$ cat src/rtl/mem_port_arbiter.sv
// mem_port_arbiter
//   Shares one single-port memory between the fetch requester and the
//   load/store requester. It grants one access at a time, pulses mem_en for
//   one cycle, waits MEM_LATENCY cycles and then returns a one-cycle ready
//   pulse, with read data, to the requester that won. Data accesses have
//   priority. After STARVE_LIMIT consecutive data grants made while fetch was
//   waiting, fetch is forced through.
//
// Ports
//   clk, rst_n             clock (rising edge), async active-low reset
//   if_req/if_addr         fetch read request (level) and address
//   if_rdata/if_ready      fetch read data, valid during the if_ready pulse
//   d_read_en/d_write_en   load / store request (level); both high = store
//   d_addr/d_wdata         data address and store data
//   d_rdata/d_ready        load data, valid during the d_ready pulse
//   mem_en/mem_we          memory strobe (one cycle per access), write enable
//   mem_addr/mem_wdata     memory address / write data, held for the access
//   mem_rdata              memory read data
//   busy                   high whenever the arbiter is not idle
module mem_port_arbiter #(
  parameter int ADDR_W       = 32,
  parameter int DATA_W       = 32,
  parameter int MEM_LATENCY  = 1,
  parameter int STARVE_LIMIT = 4
) (
  input  logic              clk,
  input  logic              rst_n,
  input  logic              if_req,
  input  logic [ADDR_W-1:0] if_addr,
  output logic [DATA_W-1:0] if_rdata,
  output logic              if_ready,
  input  logic              d_read_en,
  input  logic              d_write_en,
  input  logic [ADDR_W-1:0] d_addr,
  input  logic [DATA_W-1:0] d_wdata,
  output logic [DATA_W-1:0] d_rdata,
  output logic              d_ready,
  output logic              mem_en,
  output logic              mem_we,
  output logic [ADDR_W-1:0] mem_addr,
  output logic [DATA_W-1:0] mem_wdata,
  input  logic [DATA_W-1:0] mem_rdata,
  output logic              busy
);

  localparam logic [3:0] CNT_INIT   = 4'(MEM_LATENCY - 1);
  localparam logic [3:0] STARVE_MAX = 4'(STARVE_LIMIT);

  typedef enum logic [1:0] {
    IDLE,
    ISSUE,
    WAIT,
    RESP
  } state_t;

  state_t            state_q, state_d;
  logic              win_d_q, win_d_d;     // 1: data port owns the access
  logic              we_q, we_d;
  logic [ADDR_W-1:0] addr_q, addr_d;
  logic [DATA_W-1:0] wdata_q, wdata_d;
  logic [DATA_W-1:0] if_rdata_q, if_rdata_d;
  logic [DATA_W-1:0] d_rdata_q, d_rdata_d;
  logic [3:0]        cnt_q, cnt_d;
  logic [3:0]        starve_q, starve_d;

  logic d_req;
  logic data_wins;

  always_comb begin
    state_d    = state_q;
    win_d_d    = win_d_q;
    we_d       = we_q;
    addr_d     = addr_q;
    wdata_d    = wdata_q;
    if_rdata_d = if_rdata_q;
    d_rdata_d  = d_rdata_q;
    cnt_d      = cnt_q;
    starve_d   = starve_q;
    d_req      = d_read_en | d_write_en;
    data_wins  = 1'b0;

    unique case (state_q)
      IDLE: begin
        if (if_req | d_req) begin
          // Data wins unless fetch is waiting and has hit the starvation limit.
          data_wins = d_req & ~(if_req & (starve_q == STARVE_MAX));
          win_d_d   = data_wins;
          we_d      = data_wins & d_write_en;
          addr_d    = data_wins ? d_addr : if_addr;
          wdata_d   = d_wdata;
          if (data_wins & if_req) begin
            starve_d = (starve_q == STARVE_MAX) ? starve_q : starve_q + 4'd1;
          end else begin
            starve_d = '0;
          end
          state_d = ISSUE;
        end
      end
      ISSUE: begin
        cnt_d   = CNT_INIT;
        state_d = WAIT;
      end
      WAIT: begin
        if (cnt_q == '0) begin
          // This edge is MEM_LATENCY cycles after the strobe: read data is valid.
          if (!win_d_q) begin
            if_rdata_d = mem_rdata;
          end else if (!we_q) begin
            d_rdata_d = mem_rdata;
          end
          state_d = RESP;
        end else begin
          cnt_d = cnt_q - 4'd1;
        end
      end
      RESP: begin
        state_d = IDLE;
      end
      default: begin
        state_d = IDLE;
      end
    endcase
  end

  always_ff @(posedge clk or negedge rst_n) begin
    if (!rst_n) begin
      state_q    <= IDLE;
      win_d_q    <= 1'b0;
      we_q       <= 1'b0;
      addr_q     <= '0;
      wdata_q    <= '0;
      if_rdata_q <= '0;
      d_rdata_q  <= '0;
      cnt_q      <= '0;
      starve_q   <= '0;
    end else begin
      state_q    <= state_d;
      win_d_q    <= win_d_d;
      we_q       <= we_d;
      addr_q     <= addr_d;
      wdata_q    <= wdata_d;
      if_rdata_q <= if_rdata_d;
      d_rdata_q  <= d_rdata_d;
      cnt_q      <= cnt_d;
      starve_q   <= starve_d;
    end
  end

  assign mem_en    = (state_q == ISSUE);
  assign mem_we    = we_q;
  assign mem_addr  = addr_q;
  assign mem_wdata = wdata_q;
  assign if_ready  = (state_q == RESP) & ~win_d_q;
  assign d_ready   = (state_q == RESP) & win_d_q;
  assign if_rdata  = if_rdata_q;
  assign d_rdata   = d_rdata_q;
  assign busy      = (state_q != IDLE);

endmodule

$ cat config.mk
export PLATFORM = sky130hd
export DESIGN_NAME = mem_port_arbiter
export DESIGN_NICKNAME = d
export VERILOG_FILES = /design/src/rtl/mem_port_arbiter.sv
export SDC_FILE = /design/constraint.sdc
export NUM_CORES = 1
export LEC_CHECK = 0
export ABC_AREA = 0
export BUFFER_PORTS_ARGS = -buffer_cell sky130_fd_sc_hd__buf_2
export CAP_MARGIN = 10
export CELL_PAD_IN_SITES_DETAIL_PLACEMENT = 0
export CELL_PAD_IN_SITES_GLOBAL_PLACEMENT = 2
export CORE_UTILIZATION = 25
export CTS_CLUSTER_SIZE = 20
export DETAILED_ROUTE_END_ITERATION = 6
export MAX_ROUTING_LAYER = met4
export PLACE_DENSITY_LB_ADDON = 0.1
export REMOVE_ABC_BUFFERS = 1
export SLEW_MARGIN = 20
export SYNTH_ARGS = -nofsm -noshare
export SYNTH_HDL_FRONTEND = slang
export SYNTH_SLANG_ARGS = --single-unit
export TNS_END_PERCENT = 20
$ cat constraint.sdc
create_clock -name clk -period 2.6 [get_ports clk]
set_input_delay 0.39 -clock clk [delete_from_list [all_inputs] [get_ports clk]]
set_output_delay 0.39 -clock clk [all_outputs]
set_load 0.05 [all_outputs]
==> metrics.cfg, run 1 <==
[floorplanning]
io_pins = 266
fp.dieArea_sq_mm = 0.0241
core_area_sq_mm = 0.0228
die_x_microns = 155
std_cell_rows = 55
die_y_microns = 155
initial_core_util_pct = 25.7

[cts]
clock_path_buffers = 2
clk_pin_slew_ns = 0.07
cts_max_level = 4
clock_latency_ns = 0.42
numCtsBuffers = 17
post-cts-setup-buffers = 0
cts_tree = yes
cts-root-buf = clkbuf_16
cts_sinks = 140

[worst_setup_path]
critPathMaxFanout = 32
crit_required_ns = 2.90
worst_path_max_delay_cell = or3b_4
arrival_ns = 2.36
worstReg2RegEnd = if_rdata[7]
endpoint_kind = register
r2r_slack_ns = 0.54
critical_path.startpoint = cnt_q[0]
r2r_cells = 6
worstSetupStartpointType = register
critical-path-max-stage-delay_ns = 0.42
path_cells = inv_1, ha_1, or3b_4, nor3b_4, buf_12, mux2_2
crit_type = register to register
r2r_start = cnt_q[0]

[timing]
hold_viol = 0
fin_setup_tns_ns = 0
rsz0062_at_grt = false
maxSlewHeadroom_pct = 49.3
fin_skew_ns = 0.0111
fmax_mhz = 485
setup_viol_count_final = 0
drv_slew = 0
fin_crit_sh_pct = 79.3
worstMarginPinSlew_ns = 0.760
period_minus_slack_ns = 2.06

[final_layout]
final_common_cell = buf_2
final_cell_mix = buf_2, dfrtp_1, nand2_1, mux2_2, o21ai_0
areaGrowthSynthToFinish_pct = 39.8
finalNetCount = 932
drive_gt1_share_pct = 47.3
n_fill_cell = 2346

[worst_hold_path]
worstHoldPathType = input port to register
whs_endpoint = mem_wdata[2]
worstHoldStart = d_wdata[2]
holdPathStages = 3

[global_routing]
grt.total_usage_pct = 15.8
antenna_found_initial = 2
overflow = 0
grt_pass1_vias = 5168
grt_start_max_net_pins = 66
grt_pass1_wl_microns = 28400

[synth]
synthFlopType = dfrtp_1
ys_seq_elements = 140
avgSynthCellArea_sq_um = 11.0
synth_edf_count = 0
ys_seq_area_share_pct = 59.8
ys.warnings.count = 0
synth_cell_types = 37
synth_area_leaders = dfrtp_1, mux2_2, nand2_1
syn_area_sq_mm = 0.00586
netlist_instances = 531
synthArstFlopShare_pct = 100
synth_top_area_share_pct = 59.8
synth_top_area_cell = dfrtp_1

[route]
wire_per_inst_microns = 16.2
dr.pass1.iters = 4
drc_errors = 0
vias = 5021
drt_iter0_drc = 206
vias_per_cell = 4.48
drt_wl_total_microns = 18200
ant_nets = 0

[placed_design]
dpl.hpwl_microns = 12600
portBuffers = 265
gp_congestion = 0.733

[outcome]
status = complete, no violations

[job]
maxCapViolations = 0

[layout make-up]
cell class | instances | area, sq um | area share [%]
inverters | 11 | 41.3 | 0.504
clock inverters | 15 | 150 | 1.83
multi-input cells | 344 | 2160 | 26.4
flip-flops and latches | 140 | 3500 | 42.8
repair buffers | 278 | 1510 | 18.4
diodes | 3 | 7.51 | 0.0917
well taps | 313 | 392 | 4.78
clock buffers | 17 | 425 | 5.19
[how the worst max path moves through the flow]
| stage | endpoint | slack [ns] | depth (start not counted) |
|---|---|---|---|
| after floorplan | starve_q[2] | -0.44 | 3 |
| after global placement | if_rdata[15] | 0.58 | 6 |
| after detailed placement | if_rdata[23] | 0.54 | 6 |
| after CTS | if_rdata[23] | 0.53 | 6 |
| after global routing | if_rdata[20] | 0.43 | 6 |
| final | if_rdata[7] | 0.54 | 6 |
[through the flow]
stage	setup slack [ns]	hold WS, ns	util [%]	cell area [sq um]	instances
after CTS	0.529	0.137	35.9	8180	1118
after detailed placement	0.542	0.395	33.3	7600	1085
after global placement	0.575	0.391	33.3	7600	1085
after global routing	0.433	0.139	35.9	8190	1120
after floorplan	-0.441	0.0944	-	5690	495
final	0.538	0.159	36.0	8190	1121
[metal layers]
layer  up-vias  global-route usage (%)  routed length (microns)
met2       219                    25.0                     8350
met3        11                    5.96                     1660
li1       2357                       -                        -
met1      2434                    19.0                     8010
met4         0                    3.77                      170
met5         -                       -                        0
[Yosys cell counts, drive strengths merged (2+ instances only)]
cell / number
inv: 11
buf: 13
nand3b: 2
nor3b: 2
nor2: 34
nand4b: 2
dfrtp: 140
nand3: 2
o31ai: 2
a21oi: 33
mux2: 65
a31oi: 32
clkbuf: 23
nand4: 3
o21ai: 35
ha: 7
nor2b: 2
o22ai: 3
nand2: 103
o311ai: 2
nor3: 3
[timing repair]
item                      in CTS  in global routing
hold buffers                   1                  0
gates resized for setup        0                  0
hold endpoints to repair      54                  0
[worst max-delay path: cells and delay by family, from the launching register on]
kind | cells | cell delay [ns]
and+or+nand+nor | 2 | 0.64
DFF | 1 | 0.40
muxes | 1 | 0.36
buffers and inverters | 2 | 0.34
adders and majority gates | 1 | 0.19
[flip-flops by register name (all words and copies together) (netlist names)]
signal,cells
mem_wdata,32
mem_we,1
state_q,2
d_rdata,32
if_rdata,32
starve_q,4
win_d_q,1
mem_addr,32
cnt_q,4
[kinds of logic (layout without fill, tap and decap cells)]
family | after synthesis | in the layout | synth area share, %
AO/OA/AOI/OAI | 112 | 112 | 10.9
XOR/XNOR | 1 | 1 | 0.150
adder cells (fa/ha/maj) | 7 | 7 | 1.49
buffers and inverters | 47 | 321 | 3.52
flip-flops | 140 | 140 | 59.8
multiplexers | 65 | 65 | 12.5
other | 0 | 3 | 0
AND/OR/NAND/NOR | 159 | 159 | 11.7
Power of run 1 is left out: the tool's default activity adds up to more than one toggle a clock period on the data nets, which glitch-free logic cannot reach.
==> run 2, diff against run 1 <==
Clock period 2.6 ns to 1.9 ns, I/O delays scaled along.
==> metrics.cfg, run 2 (synthesis results as in run 1) <==
[outcome]
status = finished with violations
violations = negative setup slack

[global_routing]
grt_start_max_net_pins = 55
grt_pass1_vias = 5487
grt.total_usage_pct = 17.0
overflow = 0
grt_pass1_wl_microns = 30300
antenna_found_initial = 3

[worst_setup_path]
critical-path-max-stage-delay_ns = 0.39
critPathMaxFanout = 8
arrival_ns = 2.26
endpoint_kind = register
crit_type = register to register
crit_required_ns = 2.19
worstPathBufferInverterCount = 3
worst_path_max_delay_cell = dfrtp_1
path_cells = inv_2, ha_4, or3b_4, nor3b_4, buf_6, clkbuf_16, mux2_4
worstSetupStartpointType = register
cp_top_family = simple AND/OR/NAND/NOR gates

[timing]
fmax_mhz = 508
worst_slack_ns = -0.0674
maxSlewHeadroom_pct = 70.9
rsz0062_at_grt = true
period_minus_slack_ns = 1.97
fin_skew_ns = 0.00744
fin_setup_tns_ns = -1.16
hold_viol = 0
setup_viol_count_final = 32
drv_slew = 0
worstMarginPinSlew_ns = 0.436
fin_crit_sh_pct = 104

[placed_design]
gp_congestion = 0.731
post-place-ws_ns = -0.138
dpl.hpwl_microns = 13100
portBuffers = 265
place_inst = 1099
postPlaceCellArea_sq_mm = 0.00771

[floorplanning]
initial_core_util_pct = 25.7
io_pins = 266
die_y_microns = 155
fp.dieArea_sq_mm = 0.0241
std_cell_rows = 55
core_area_sq_mm = 0.0228
die_x_microns = 155

[cts]
numCtsBuffers = 17
clk_pin_slew_ns = 0.07
cts-root-buf = clkbuf_16
clock_path_buffers = 2
clock_latency_ns = 0.41
cts_max_level = 4
cts_sinks = 140
cts_tree = yes

[final_layout]
fin_cells = 1147
areaGrowthSynthToFinish_pct = 47.2
final_common_cell = buf_2
n_fill_cell = 2302
utilization_pct = 37.9
drive_gt1_share_pct = 49.5
finalNetCount = 958
final_cell_mix = buf_2, dfrtp_1, nand2_1, o21ai_0
postLayoutCellArea_sq_mm = 0.00863

[power_and_ir_drop]
p_int_uw = 9550
power_frac_clock_pct = 17.3
vdd_ir_drop_max_mv = 0.797
comb_power_share_pct = 55.7
p_leak_uw = 0.00425
power.density_mw_per_mm2 = 2260
p_seq_share_pct = 27.0
power_switching_uw = 9940
swShare_pct = 51.0

[route]
vias_per_cell = 4.48
drt_iter0_drc = 187
vias = 5136
ant_nets = 0
dr.pass1.iters = 5
wire_per_inst_microns = 16.8
drc_errors = 0
drt_wl_total_microns = 19300

[worst_hold_path]
worstHoldPathType = input port to register

[job]
maxCapViolations = 0

==> run 2: cell count changes in the layout (fill, tap and decap cells not counted), sizes merged <==
cell    before  now
buf        277  302
bufinv       0    1
clkbuf      17   19
clkinv       5    1
inv         19   21
==> run 2: what timing repair did <==
item | 4_1_cts | 5_1_grt
setup endpoints to repair | 33 | 65
buffers inserted | 9 | 2
pin swaps | 2 | 3
hold buffers | 1 | 0
hold endpoints to repair | 36 | 0
gates cloned | 2 | 1
gates resized for setup | 40 | 8
==> run 2: per-layer routing <==
layer	global-route usage (%)	wire (microns)	part of all wire, %	up-vias
met4	5.00	199	1.0	0
met5	-	0	0	-
met2	27.5	9160	47	221
met3	4.93	1510	7.8	14
met1	20.4	8420	44	2488
li1	-	-	-	2413
==> run 2: tightest hold or removal path: stages <==
cell and delay, ns:
buf_2 0.07, nand2_1 0.04, nand2_1 0.05
==> run 2: cell type report <==
type	instances	area [sq um]	area share, %
inverter	11	41.3	0.479
clock inverter	14	151	1.75
tap	313	392	4.54
antenna	3	7.51	0.0870
timing repair buffer	304	1780	20.6
multi-input combinational	344	2310	26.8
sequential	140	3500	40.6
clock buffer	18	439	5.09
==> run 2: stage by stage <==
step           power [uW]  hold WS [ns]
6_report            19500        0.0571
3_3_place_gp        15500         0.239
3_5_place_dp        15700         0.248
5_1_grt             20600        0.0416
4_1_cts             19700        0.0307
2_1_floorplan       12800       -0.0106
==> run 2: path summary, 6_finish.rpt <==
check / startpoint / end / slack [ns] / cells past startpoint
max: cnt_q[1] / if_rdata[6] / -0.07 / 7
min: d_wdata[18] / mem_wdata[18] / 0.06 / 3
max reg2reg: cnt_q[1] / if_rdata[6] / -0.07 / 7
min reg2reg: mem_wdata[13] / mem_wdata[13] / 0.47 / 2
max in group asynchronous: rst_n / mem_addr[29] / 0.87 / 3
min in group asynchronous: rst_n / d_rdata[8] / 0.37 / 2
==> run 2: power groups by stage <==
stage                     Combinational, uW  Clock [uW]  Sequential (uW)
final                                 10900        3360             5260
after global routing                  11500        3620             5460
after CTS                             10900        3500             5270
after detailed placement              10400           0             5290
after global placement                10300           0             5250
after floorplan                        2700           0            10100
No activity file was read; power rests on OpenSTA's default activity.
